[src/rtl/digit_pulse_gen_if.sv]
// Control and timing bus of the digit pulse generator.
// master drives run/stop/step and observes timing; slave is the generator itself.
interface digit_pulse_gen_if #(
    parameter int DIGITS  = 36,
    parameter int MINOR_W = 4
);
    logic               start;
    logic               stop;
    logic               step;
    logic [DIGITS-1:0]  d;
    logic               d0;
    logic               d1;
    logic               d18;
    logic               d35;
    logic [5:0]         digit;
    logic [MINOR_W-1:0] minor;
    logic               major_d0;
    logic               running;

    modport master (
        output start, stop, step,
        input  d, d0, d1, d18, d35, digit, minor, major_d0, running
    );

    modport slave (
        input  start, stop, step,
        output d, d0, d1, d18, d35, digit, minor, major_d0, running
    );
endinterface

[src/rtl/digit_pulse_gen.sv]
// Master digit-time generator: one-hot d0..d35 per minor cycle, minor/major indices,
// and run/stop/single-step control that only ever halts on a minor-cycle boundary.
module digit_pulse_gen #(
    parameter int DIGITS  = 36,
    parameter int MINORS  = 16,
    parameter int MINOR_W = 4
) (
    input  logic              clk,
    input  logic              rst_n,
    digit_pulse_gen_if.slave  bus
);
    typedef enum logic [1:0] {IDLE, RUN, STEP} state_t;

    localparam logic [5:0]         LAST_DIGIT = 6'(DIGITS - 1);
    localparam logic [MINOR_W-1:0] LAST_MINOR = MINOR_W'(MINORS - 1);

    state_t             state_q, state_d;
    logic [5:0]         digit_q, digit_d;
    logic [MINOR_W-1:0] minor_q, minor_d;
    logic               stop_lat_q, stop_lat_d;
    logic [DIGITS-1:0]  d_q, d_d;
    logic               major_q, major_d;

    always_comb begin
        state_d    = state_q;
        digit_d    = digit_q;
        minor_d    = minor_q;
        stop_lat_d = stop_lat_q;

        case (state_q)
            IDLE: begin
                digit_d = '0;
                // stop overrides both start and step; start beats step
                if (!bus.stop) begin
                    if (bus.start)     state_d = RUN;
                    else if (bus.step) state_d = STEP;
                end
            end
            RUN, STEP: begin
                if (digit_q == LAST_DIGIT) begin
                    digit_d = '0;
                    minor_d = (minor_q == LAST_MINOR) ? '0 : minor_q + MINOR_W'(1);
                    if (state_q == STEP || stop_lat_q || bus.stop) begin
                        state_d    = IDLE;
                        stop_lat_d = 1'b0;
                    end
                end else begin
                    digit_d = digit_q + 6'd1;
                    if (state_q == RUN && bus.stop) stop_lat_d = 1'b1;
                end
            end
            default: begin
                state_d    = IDLE;
                digit_d    = '0;
                stop_lat_d = 1'b0;
            end
        endcase

        // Outputs are pre-decoded from the next state so they leave straight from flops
        d_d = '0;
        for (int i = 0; i < DIGITS; i++) begin
            d_d[i] = (state_d != IDLE) && (digit_d == 6'(i));
        end
        major_d = (state_d != IDLE) && (digit_d == '0) && (minor_d == '0);
    end

    always_ff @(posedge clk) begin
        if (!rst_n) begin
            state_q    <= IDLE;
            digit_q    <= '0;
            minor_q    <= '0;
            stop_lat_q <= 1'b0;
            d_q        <= '0;
            major_q    <= 1'b0;
        end else begin
            state_q    <= state_d;
            digit_q    <= digit_d;
            minor_q    <= minor_d;
            stop_lat_q <= stop_lat_d;
            d_q        <= d_d;
            major_q    <= major_d;
        end
    end

    assign bus.d        = d_q;
    assign bus.d0       = d_q[0];
    assign bus.d1       = d_q[1];
    assign bus.d18      = d_q[18];
    assign bus.d35      = d_q[35];
    assign bus.digit    = digit_q;
    assign bus.minor    = minor_q;
    assign bus.major_d0 = major_q;
    assign bus.running  = (state_q != IDLE);
endmodule

[src/flat_wrapper.sv]
// flat-port wrapper written by rule: the top's interface ports become plain ports
module digit_pulse_gen_flat 
#(
    parameter int DIGITS  = 36,
    parameter int MINORS  = 16,
    parameter int MINOR_W = 4
)
  (clk, rst_n, bus_start, bus_stop, bus_step, bus_d, bus_d0, bus_d1, bus_d18, bus_d35, bus_digit, bus_minor, bus_major_d0, bus_running);
  digit_pulse_gen_if #(.DIGITS(DIGITS), .MINOR_W(MINOR_W)) bus_i ();
  input  logic clk;
  input  logic rst_n;
  input wire logic [$bits(bus_i.start)-1:0] bus_start;
  input wire logic [$bits(bus_i.stop)-1:0] bus_stop;
  input wire logic [$bits(bus_i.step)-1:0] bus_step;
  output wire logic [$bits(bus_i.d)-1:0] bus_d;
  output wire logic [$bits(bus_i.d0)-1:0] bus_d0;
  output wire logic [$bits(bus_i.d1)-1:0] bus_d1;
  output wire logic [$bits(bus_i.d18)-1:0] bus_d18;
  output wire logic [$bits(bus_i.d35)-1:0] bus_d35;
  output wire logic [$bits(bus_i.digit)-1:0] bus_digit;
  output wire logic [$bits(bus_i.minor)-1:0] bus_minor;
  output wire logic [$bits(bus_i.major_d0)-1:0] bus_major_d0;
  output wire logic [$bits(bus_i.running)-1:0] bus_running;
  assign bus_i.start = bus_start;
  assign bus_i.stop = bus_stop;
  assign bus_i.step = bus_step;
  assign bus_d = bus_i.d;
  assign bus_d0 = bus_i.d0;
  assign bus_d1 = bus_i.d1;
  assign bus_d18 = bus_i.d18;
  assign bus_d35 = bus_i.d35;
  assign bus_digit = bus_i.digit;
  assign bus_minor = bus_i.minor;
  assign bus_major_d0 = bus_i.major_d0;
  assign bus_running = bus_i.running;
  digit_pulse_gen #(.DIGITS(DIGITS), .MINORS(MINORS), .MINOR_W(MINOR_W)) u_core (.clk(clk), .rst_n(rst_n), .bus(bus_i));
endmodule
[config.mk]
export PLATFORM = sky130hd
export DESIGN_NAME = digit_pulse_gen_flat
export DESIGN_NICKNAME = d
export VERILOG_FILES = /design/src/rtl/digit_pulse_gen_if.sv /design/src/rtl/digit_pulse_gen.sv /design/src/flat_wrapper.sv
export SDC_FILE = /design/constraint.sdc
export NUM_CORES = 1
export LEC_CHECK = 0
export CAP_MARGIN = 20
export CORE_MARGIN = 5
export CORE_UTILIZATION = 35
export CTS_CLUSTER_DIAMETER = 200
export CTS_CLUSTER_SIZE = 28
export DETAILED_ROUTE_END_ITERATION = 16
export PLACE_DENSITY = 0.61
export SLEW_MARGIN = 30
export SYNTH_ARGS = -nofsm -noshare
export SYNTH_HDL_FRONTEND = slang
export SYNTH_SLANG_ARGS = --single-unit
[constraint.sdc]
create_clock -name clk -period 1.9 [get_ports clk]
set_input_delay 0.38 -clock clk [delete_from_list [all_inputs] [get_ports clk]]
set_output_delay 0.38 -clock clk [all_outputs]
set_load 0.02 [all_outputs]
==> results by stage <==
CTS:
- The library cell used as clock root buffer is clkbuf_8.
- Clock-pin slew was measured on the worst setup and hold paths at between 0.1 and 0.15 ns.
- After clock tree synthesis, the flow added hold-fix buffers numbering 0.
- The clock tree from TritonCTS is yes.
- The number of buffers added by the clock tree synthesis step is 5.
- The tree built by TritonCTS fans out to 50 sinks.
- The total number of H-tree levels is 2.
- The clock network latency to the later pin of the worst-skew pair is approximately 0.32 ns.
- The clock passes through at most 2 buffers.

Synth:
- For this run, asynchronously set or reset flops after synthesis account for 0.
- The number of synthesized register bits is 50.
- The total nets after synthesis is 219.
- The adder and majority cell fraction of the synthesized area is 0.0360.
- By count the netlist is led by 50 x dfxtp_1, 31 x nor3_1, 11 x nor2_1.
- The portion of netlist area occupied by mux cells is 0.0144.
- Among all flip-flop cells after synthesis, the most frequent one is dfxtp_1.
- In the post-synthesis netlist, the cell with the most instances is dfxtp_1.
- In this run, synthesis inferred 0 flip-flops with an integrated enable.
- The area fraction in and, or, nand and nor cells after synthesis is 0.236.
- In the synthesized netlist, the number of instances is 208.
- Yosys attributes the largest share of cell area to dfxtp_1 48%, nor3_1 7.4%, ha_1 3.6%.
- After synthesis, the largest family of logic cells by area is simple AND/OR/NAND/NOR gates.
- Summed over all instances, the cell type with the most area after synthesis is dfxtp_1.
- The number of unique standard cell types used by synthesis is 55.
- The sequential fraction of the synthesis area is 0.480.
- The average cell area after synthesis is ~10 um2.
- The area fraction in compound gates after synthesis is 0.168.
- The share of synthesized area in the top cell type comes to 0.480.
- The cell area that synthesis handed to floorplanning was 0.00209 mm2.
- Of the total synthesized cell area, the portion taken by XOR and XNOR cells is 0.0168.
- For this run, the number of Yosys warnings is 0.

Global route:
- The pin count of the biggest net entering global routing is 17.
- The leftover overflow at the end of global routing is 0.
- The first global-routing pass estimated slightly below 10 mm of wire.
- In the global route stage, overall resource usage came out at 0.164.
- The initial antenna violation count came to 0.
- The via count of the first global-routing pass is between 1,500 and 2,000.

Final layout:
- 0 antenna diodes ended up in the layout.
- After routing the design area is ~0.0036 mm2.
- Of the cells placed in the final design, the portion with a size suffix greater than 1 is 0.405.
- The net count of the finished layout is approximately 320.
- Relative to the synthesized area, the layout overhead comes to 71.2%.

Setup path:
- The critical path launch point type is a flip-flop.
- In this run the worst path has a maximum fanout of 4.
- The depth of the worst register-to-register path is 6.
- The worst endpoint data arrival time is 2.14 ns.
- STA classifies the critical path endpoint as a flip-flop.
- For flop-to-flop paths, the worst setup slack is -0.06 ns.
- The startpoint identified for the worst register-to-register timing path is u_core.bus.digit[0].
- Data on the critical path is required at its endpoint by 2.08 ns.
- The setup path with the least slack is of type flip-flop to flip-flop.
- The worst register-to-register path ends at u_core.bus.major_d0.

Status:
- The run finished, with violations left.
- The checks that failed: negative setup slack.

Timing:
- Across the routed clock network, the largest skew measured is about 0.018 ns.
- The final critical-path required period is 1.96 ns.
- The count of endpoints failing setup in the final report is 6.
- The final worst-path cycle share is 1.03.
- The fmax is 0.511 GHz.
- Setup repair after global routing could not meet its margin everywhere.
- The worst relative slew slack is 0.649.
- The pin slew with the least headroom to its limit is around 0.53 ns.
- The number of hold violations in the final report is 0.
- Once routing completed, OpenROAD measured the worst setup slack at -0.0557 ns.
- The final max-slew violation count is 0.
- On the final layout, the worst hold slack is just under 0.5 ns.

Placed design:
- The placed instances occupy a cell area of about 0.003 mm2.
- The worst slack at placement is -0.332 ns.
- The count of input and output buffers is 56.
- The final weighted congestion of routability-driven global placement is approximately 0.83.
- The estimated wirelength of the detail-placed design is a little under 4 mm.

Power and ir drop:
- The maximum resistive drop on vdd is around 0.33 mV.
- The power per cell area is slightly above 600 mW/mm2.
- The static leakage is around 1.2 nW.

Job:
- The max-cap violation count is 0.

Floorplan:
- The initial cell density of the core is 0.357.
- Measured along the y axis, the die boundary spans between 80 and 90 um.
- The full die area is about 0.0076 mm2.
- The die width is 87.2 um.
- The core region is between 0.005 and 0.006 mm2.
- The number of placement rows is 28.
- The count of pins on the block boundary is 57.

Routing:
- The via-per-instance ratio is between 5 and 6.
- The initial DRC count is 83.
- The detailed-route wire length is 6.59 mm.
- The post-detailed-route count of antenna-violating nets is 0.
- After detailed routing, the average wire length per cell comes to approximately 17 um.
- The DRC violations left is 0.
- The number of vias in the routed layout is 2,036.
- Before antenna repair, the detailed router went through 5 iterations.

Hold path:
- The start point of the worst min-delay path is u_core.stop_lat_q.
- The worst hold path passes through 2 cells.
- The endpoint of the worst hold-timing path is u_core.stop_lat_q.
- In this run the worst hold path is classified as flip-flop to flip-flop.
registers in the layout (all words and copies together) (netlist names):
| register | count |
|---|---|
| u_core.bus.major_d0 | 1 |
| u_core.stop_lat_q | 1 |
| u_core.bus.minor | 4 |
| u_core.state_q | 2 |
| u_core.bus.digit | 6 |
| u_core.bus.d | 36 |
cells in the final DEF (no fill, tap or decap), types with 2 or more instances in the layout:
| master | count |
|---|---|
| ha_4 | 3 |
| clkbuf_8 | 6 |
| nand3_1 | 4 |
| dfxtp_4 | 3 |
| o211ai_1 | 3 |
| a31oi_1 | 2 |
| o21ai_1 | 2 |
| dfxtp_2 | 4 |
| a21oi_1 | 8 |
| xor2_1 | 2 |
| o2111ai_4 | 2 |
| nand2b_1 | 6 |
| nor3_2 | 15 |
| nor3_1 | 14 |
| o21ai_2 | 2 |
| ha_1 | 2 |
| buf_4 | 41 |
| and3_1 | 2 |
| nor4_2 | 9 |
| clkdlybuf4s50_1 | 54 |
| nand2_1 | 3 |
| nand3b_1 | 2 |
| nor2_1 | 11 |
| nor3_4 | 2 |
| mux2i_1 | 2 |
| nor3b_1 | 3 |
| inv_1 | 3 |
| dfxtp_1 | 43 |
| o311ai_4 | 2 |
| a2111oi_2 | 2 |
| o211ai_4 | 3 |
| buf_6 | 7 |
routing by layer:
| metal | track usage | part of all wire | vias to the layer above | routed length [um] |
|---|---|---|---|---|
| li1 | - | - | 988 | - |
| met1 | 0.225 | 0.43 | 967 | 2840 |
| met2 | 0.265 | 0.48 | 69 | 3170 |
| met3 | 0.0360 | 0.070 | 12 | 459 |
| met4 | 0.0377 | 0.018 | 0 | 119 |
| met5 | 0 | 0 | - | 0 |
per-stage QoR:
step	std cells	utilization	setup TNS [ns]	total power, mW
after floorplan	208	-	-0.0636	1.28
after global placement	367	0.513	-8.46	1.43
after detailed placement	367	0.513	-9.73	1.44
after CTS	385	0.569	-0.0961	2.17
after global routing	386	0.611	-1.93	2.29
final	386	0.611	-0.211	2.21
worst max-delay path: stages (launching register included):
cell and delay [ns]:
dfxtp_4 0.37, ha_4 0.15, or3b_4 0.41, buf_6 0.14
or4_4 0.50, o211ai_1 0.16, nor4_2 0.09
power breakdown:
part / switching [mW] / internal [mW] / total, mW
registers: 0.0105 / 1.06 / 1.07
logic: 0.256 / 0.198 / 0.453
clock network: 0.381 / 0.301 / 0.681
logic make-up (layout without fill, tap and decap cells):
| logic type | Yosys count | count (layout) |
|---|---|---|
| DFF | 50 | 50 |
| and+or+nand+nor | 86 | 86 |
| muxes | 3 | 3 |
| xor gates and xnor gates | 4 | 4 |
| adders and majority gates | 6 | 6 |
| AOI/OAI and AO/OA | 39 | 43 |
| buffers and inverters | 20 | 119 |
area by class of cell:
class,instances,area (um2)
clock buffers,6,82.6
fillers,507,2280
well taps,75,93.8
flip-flops and latches,50,1020
inverters,7,30.0
repair buffers,104,948
clock inverters,2,16.3
multi-input cells,142,1380
worst max path at each step:
| stage | from | to | slack (ns) | cells after the start |
|---|---|---|---|---|
| after floorplan | u_core.bus.digit[0] | u_core.bus.major_d0 | -0.03 | 6 |
| after global placement | bus_stop | u_core.bus.d[34] | -0.30 | 6 |
| after CTS | u_core.state_q[0] | u_core.bus.major_d0 | -0.07 | 7 |
| after global routing | u_core.state_q[0] | u_core.bus.d[34] | -0.13 | 7 |
| after detailed placement | bus_stop | u_core.bus.d[16] | -0.33 | 6 |
| final | u_core.bus.digit[0] | u_core.bus.major_d0 | -0.06 | 6 |
repair_timing:
action,in CTS,in global routing
gates cloned,4,1
setup endpoints to repair,39,44
resized for setup,31,49
pin swaps,19,29
setup buffers,7,0
Note: power is estimated with default switching activity, not from simulation.
